File: config.mk
export PLATFORM = sky130hd
export DESIGN_NAME = pwm_ctrl
export DESIGN_NICKNAME = d
export VERILOG_FILES = /design/src/rtl/pwm_pkg.sv /design/src/rtl/pwm_prescaler.sv /design/src/rtl/pwm_ctrl.sv
export SDC_FILE = /design/constraint.sdc
export NUM_CORES = 1
export LEC_CHECK = 0
export BUFFER_PORTS_ARGS = -buffer_cell sky130_fd_sc_hd__buf_2
export CORE_MARGIN = 4
export CORE_UTILIZATION = 45
export CTS_CLUSTER_DIAMETER = 200
export CTS_CLUSTER_SIZE = 20
export DETAILED_ROUTE_END_ITERATION = 8
export PLACE_DENSITY = 0.69
export SLEW_MARGIN = 5
export SYNTH_ARGS = -nofsm -noshare
export SYNTH_HDL_FRONTEND = slang
export SYNTH_HIERARCHICAL = 1
export SYNTH_SLANG_ARGS = --single-unit
File: constraint.sdc
create_clock -name clk -period 3.35 [get_ports clk]
set_input_delay 0 -clock clk [delete_from_list [all_inputs] [get_ports clk]]
set_output_delay 0 -clock clk [all_outputs]
set_load 0.01 [all_outputs]
File: src/rtl/pwm_pkg.sv
// Shared types and constants for the PWM controller and its timebase.
package pwm_pkg;

    localparam int unsigned PWM_CNT_W  = 16;
    localparam int unsigned PWM_FUNC_W = 8;

    typedef enum logic [1:0] {
        StIdle,
        StRun,
        StPend
    } pwm_ctrl_state_t;

    typedef struct packed {
        logic [PWM_CNT_W-1:0]  period;
        logic [PWM_CNT_W-1:0]  compare1;
        logic [PWM_CNT_W-1:0]  compare2;
        logic [PWM_FUNC_W-1:0] functions;
    } pwm_cfg_t;

endpackage

File: src/rtl/pwm_prescaler.sv
// Clock divider for the PWM timebase: one tick every prescale+1 clocks while running.
module pwm_prescaler #(
    parameter int unsigned PRE_W = 8
) (
    input  logic             clk,
    input  logic             rst_n,
    input  logic             run,
    input  logic [PRE_W-1:0] prescale,
    output logic             tick
);

    logic [PRE_W-1:0] pre_cnt_q, pre_cnt_d;

    // >= keeps the divider from stalling when prescale shrinks below the current count
    always_comb begin
        tick      = run && (pre_cnt_q >= prescale);
        pre_cnt_d = '0;
        if (run) begin
            pre_cnt_d = tick ? '0 : pre_cnt_q + PRE_W'(1);
        end
    end

    always_ff @(posedge clk or negedge rst_n) begin
        if (!rst_n) begin
            pre_cnt_q <= '0;
        end else begin
            pre_cnt_q <= pre_cnt_d;
        end
    end

endmodule

File: src/rtl/pwm_ctrl.sv
// PWM timebase and configuration controller: free-running counter plus shadowed settings
// that are only committed at a period wrap while running.
module pwm_ctrl
    import pwm_pkg::*;
#(
    parameter int unsigned CNT_W  = PWM_CNT_W,
    parameter int unsigned FUNC_W = PWM_FUNC_W,
    parameter int unsigned PRE_W  = 8
) (
    input  logic              clk,
    input  logic              rst_n,
    input  logic              en,
    input  logic [PRE_W-1:0]  prescale,
    input  logic              cfg_valid,
    output logic              cfg_ready,
    input  logic [CNT_W-1:0]  cfg_period,
    input  logic [CNT_W-1:0]  cfg_compare1,
    input  logic [CNT_W-1:0]  cfg_compare2,
    input  logic [FUNC_W-1:0] cfg_functions,
    output logic              pwm_en,
    output logic [CNT_W-1:0]  count_val,
    output logic [CNT_W-1:0]  period,
    output logic [CNT_W-1:0]  compare1,
    output logic [CNT_W-1:0]  compare2,
    output logic [FUNC_W-1:0] functions,
    output logic              period_end,
    output logic              upd_done
);

    pwm_ctrl_state_t  state_q, state_d;
    pwm_cfg_t         sh_q, sh_d;
    pwm_cfg_t         act_q, act_d;
    pwm_cfg_t         cfg_in;
    logic [CNT_W-1:0] count_q, count_d;
    logic             pwm_en_q, pwm_en_d;
    logic             period_end_q, period_end_d;
    logic             upd_done_q, upd_done_d;
    logic             run, tick, hs, wrap;

    assign cfg_in = '{
        period:    PWM_CNT_W'(cfg_period),
        compare1:  PWM_CNT_W'(cfg_compare1),
        compare2:  PWM_CNT_W'(cfg_compare2),
        functions: PWM_FUNC_W'(cfg_functions)
    };

    // Dropping en clears the prescaler on the same edge that returns to idle
    assign run       = (state_q != StIdle) && en;
    assign cfg_ready = (state_q != StPend);
    assign hs        = cfg_valid && cfg_ready;
    assign wrap      = tick && (count_q >= CNT_W'(act_q.period));

    pwm_prescaler #(
        .PRE_W (PRE_W)
    ) u_prescaler (
        .clk      (clk),
        .rst_n    (rst_n),
        .run      (run),
        .prescale (prescale),
        .tick     (tick)
    );

    always_comb begin
        state_d      = state_q;
        sh_d         = sh_q;
        act_d        = act_q;
        count_d      = count_q;
        upd_done_d   = 1'b0;
        period_end_d = wrap;

        if (hs) begin
            sh_d = cfg_in;
        end
        if (tick) begin
            count_d = wrap ? '0 : count_q + CNT_W'(1);
        end

        unique case (state_q)
            StIdle: begin
                count_d = '0;
                if (hs) begin
                    act_d      = cfg_in;
                    upd_done_d = 1'b1;
                end
                if (en) begin
                    state_d = StRun;
                end
            end
            StRun: begin
                if (!en) begin
                    // An offer accepted on the way out is committed rather than dropped
                    state_d = StIdle;
                    count_d = '0;
                    if (hs) begin
                        act_d      = cfg_in;
                        upd_done_d = 1'b1;
                    end
                end else if (hs) begin
                    state_d = StPend;
                end
            end
            StPend: begin
                if (!en) begin
                    state_d    = StIdle;
                    count_d    = '0;
                    act_d      = sh_q;
                    upd_done_d = 1'b1;
                end else if (wrap) begin
                    state_d    = StRun;
                    act_d      = sh_q;
                    upd_done_d = 1'b1;
                end
            end
            default: begin
                state_d = StIdle;
                count_d = '0;
            end
        endcase

        pwm_en_d = (state_d != StIdle);
    end

    always_ff @(posedge clk or negedge rst_n) begin
        if (!rst_n) begin
            state_q      <= StIdle;
            sh_q         <= '0;
            act_q        <= '0;
            count_q      <= '0;
            pwm_en_q     <= 1'b0;
            period_end_q <= 1'b0;
            upd_done_q   <= 1'b0;
        end else begin
            state_q      <= state_d;
            sh_q         <= sh_d;
            act_q        <= act_d;
            count_q      <= count_d;
            pwm_en_q     <= pwm_en_d;
            period_end_q <= period_end_d;
            upd_done_q   <= upd_done_d;
        end
    end

    assign pwm_en     = pwm_en_q;
    assign count_val  = count_q;
    assign period     = CNT_W'(act_q.period);
    assign compare1   = CNT_W'(act_q.compare1);
    assign compare2   = CNT_W'(act_q.compare2);
    assign functions  = FUNC_W'(act_q.functions);
    assign period_end = period_end_q;
    assign upd_done   = upd_done_q;

endmodule

==> results.yml <==
run_status:
  outcome: "complete, no violations"
timing:
  rsz0062_at_grt: "false"
  finalSetupViolCount: 0
  worst_pin_slew_ns: 0.9678
  skew_ns: 0.009839
  min_period_ns: 2.986
  fin_crit_sh: 0.8912
  timing.setup.tns_ns: 0
  clock.fmax_mhz: 334.9
  hold_viol: 0
  slew_viol_final: 0
  slew_headroom: 0.3548
worst_setup_path:
  cp_slowest_stage_delay_ns: 0.87
  path_max_fanout: 28
  worstSetupEndpointType: "register"
  crit_buf_inv: 1
  worstReg2RegStart: "u_prescaler/pre_cnt_q[0]$_DFF_PN0_"
  crit_chain: "inv_1, ha_1, nand2b_1, a21oi_4, o31ai_1, and2_1, nand3_1, and4b_1, o21ai_0, a31oi_1"
  cp_slowest_cell: "and4b_1"
  start_kind: "register"
  cp.required_ns: 3.69
  crit_arrival_ns: 3.32
  path_delay_family: "simple AND/OR/NAND/NOR gates"
  r2r_setup_slack_ns: 0.36
  critPathKind: "reg2reg"
  r2r_cells: 10
  r2r_end: "count_val[8]$_DFFE_PN0P_"
drt:
  first_pass_iters: 4
  drcViolationCount: 0
  ant_nets: 0
  vias: 5061
  drt_first_iter_violations: 257
  avgViaCountPerCell: 5.218
  wl_per_cell_um: 16.71
  routed_wl_um: 16210
place:
  io_buffers: 143
  gp_congestion: 0.8849
  dp_hpwl_um: 10810
clocking:
  clockBufferDepth: 2
  cts_root_buf: "clkbuf_16"
  cts_max_level: 4
  path_clk_slew_ns: 0.06
  cts_made_buffers: 17
  clock-sinks: 141
  worstSkewPairLatency_ns: 0.42
  cts_tree: "built"
  cts_setup_buffers: 0
pwr:
  cellLeakagePower_nw: 4.376
  peakVddDrop_mv: 0.4119
  powerDensity_nw_per_um2: 790.6
synthesis:
  yosysSeqAreaShare: 0.4986
  syn_inst: 544
  synth_edf_count: 0
  async_reset_ff_frac: 1.000
  yosysWarnings: 6
  synth.net_count: 642
  synthesis.area_um2: 7077
  synth.distinct_cells: 47
  syn_area_per_cell_um2: 13.01
  synth_seq_cells: 141
  synthFlopType: "dfrtp_1"
min_path:
  whs_endpoint: "state_q[0]$_DFF_PN0_"
  hold_class: "in2reg"
  worstHoldStart: "en"
  holdPathStages: 3
grt:
  grtUsageTotal: 0.1873
  grt_max_degree: 101
  overflow: 0
  grt_pass1_vias: 5342
  grt_pass1_wl_um: 26820
  antenna_found_initial: 0
cells_and_area:
  fin_util: 0.5992
  synthToLayoutAreaGrowth_pct: 29.67
  drive_gt1_frac: 0.4335
  antenna_cells: 0
  final_common_cell: "buf_2"
  nets: 844
  layout_common_cells: "buf_2, dfrtp_1, mux2_2"
die:
  die-area_um2: 17800
  core_um2: 15310
  rows: 45
  io_pins: 144
  die_w_um: 133.4
  start_util: 0.4621
  die_height_um: 133.4
run:
  maxCapViolCount: 0
-- stage by stage --
step	worst slack, ns	instances	power [mW]	hold WS [ns]	area (um2)
2_1_floorplan	0.7083	544	4.494	-0.2956	7077
3_3_place_gp	0.5079	880	5.183	0.1609	7984
3_5_place_dp	0.4369	880	5.299	0.1798	7984
4_1_cts	0.3816	970	7.334	0.01864	9176
5_1_grt	0.07772	970	7.663	0.1019	9176
6_report	0.3644	970	7.255	0.03238	9176
-- power by group --
part	total, mW	internal, mW	switching, mW	leakage, nW
Combinational	2.71	1.44	1.27	2.38
Clock	1.94	1.23	0.709	0.296
Sequential	2.61	2.28	0.333	1.70
Total	7.25	4.94	2.31	4.38
-- sequential cells by signal (all words and copies together), names as in the netlist --
name / count
compare1: 16
compare2: 16
count_val: 16
functions: 8
period: 16
period_end: 1
pwm_en: 1
sh_q: 56
state_q: 2
u_prescaler/pre_cnt_q: 8
upd_done: 1
-- how the worst max path moves through the flow --
| stage | slack [ns] | end | cells after the start | start |
|---|---|---|---|---|
| after floorplan | 0.71 | compare1[12]$_DFFE_PN0P_ | 9 | count_val[13]$_DFFE_PN0P_ |
| final | 0.36 | count_val[8]$_DFFE_PN0P_ | 10 | u_prescaler/pre_cnt_q[0]$_DFF_PN0_ |
| after CTS | 0.38 | count_val[9]$_DFFE_PN0P_ | 10 | u_prescaler/pre_cnt_q[0]$_DFF_PN0_ |
| after global placement | 0.51 | compare1[9]$_DFFE_PN0P_ | 8 | count_val[15]$_DFFE_PN0P_ |
| after global routing | 0.08 | count_val[9]$_DFFE_PN0P_ | 10 | u_prescaler/pre_cnt_q[0]$_DFF_PN0_ |
| after detailed placement | 0.44 | count_val[9]$_DFFE_PN0P_ | 10 | u_prescaler/pre_cnt_q[0]$_DFF_PN0_ |
-- logic make-up (layout without fill, tap and decap cells) --
logic type                 count (synthesis)  in the layout  synth area share
buffers and inverters                     54            269           0.03943
DFF                                      141            141            0.4986
adders and majority gates                 30             30           0.05304
muxes                                    169            169            0.2769
AOI/OAI and AO/OA                         61             61           0.06383
xor gates and xnor gates                   7              7          0.008664
and+or+nand+nor                           82             82           0.05958
-- synth_stat cells (2+ instances only) --
| library cell | n | area, um2 |
|---|---|---|
| dfrtp_1 | 141 | 3528 |
| mux2_2 | 114 | 1284 |
| ha_1 | 30 | 375.4 |
| inv_1 | 30 | 112.6 |
| mux2i_1 | 30 | 300.3 |
| mux2_4 | 25 | 375.4 |
| a21oi_1 | 20 | 100.1 |
| nor2_1 | 19 | 71.32 |
| nand2_1 | 15 | 56.30 |
| clkbuf_1 | 14 | 52.55 |
| nand3_1 | 13 | 65.06 |
| a31oi_1 | 11 | 68.82 |
| nand2b_1 | 9 | 56.30 |
| and3_1 | 8 | 50.05 |
| a21o_1 | 6 | 45.04 |
| o21ai_0 | 6 | 30.03 |
| xor2_1 | 6 | 52.55 |
| buf_2 | 4 | 20.02 |
| or3_1 | 4 | 25.02 |
| a22o_1 | 3 | 26.28 |
| buf_12 | 3 | 60.06 |
| a41oi_1 | 2 | 17.52 |
| and2_1 | 2 | 12.51 |
| nand4_1 | 2 | 12.51 |
| nor3_1 | 2 | 10.01 |
| nor4_1 | 2 | 12.51 |
| o21a_1 | 2 | 15.01 |
| or2_2 | 2 | 12.51 |
-- worst register-to-register path, stage by stage (launching register included) --
cell	delay, ns
dfrtp_1	0.41
inv_1	0.08
ha_1	0.28
nand2b_1	0.16
a21oi_4	0.08
o31ai_1	0.23
and2_1	0.29
nand3_1	0.10
and4b_1	0.87
o21ai_0	0.20
a31oi_1	0.21
-- layer usage --
metal	GRT usage	up-vias	wire length, um
met2	0.3245	133	8279
met4	0.07257	0	308
met3	0.04154	30	801
li1	-	2361	-
met1	0.2282	2537	6825
met5	0	-	0
-- final cells by class --
cell class                 instances  area [um2]
inverter                          30       112.6
timing repair buffer             207        1385
tap                              211       264.0
sequential                       141        3528
clock buffer                      22       474.2
multi-input combinational        349        3274
fill                            1285        6138
clock inverter                    10       137.6
-- repair_timing --
action | 4_1_cts | 5_1_grt
gates resized for setup | 0 | 0
hold buffers | 58 | 0
endpoints found under the hold margin | 211 | 0
(Power assumes the default switching activity.)
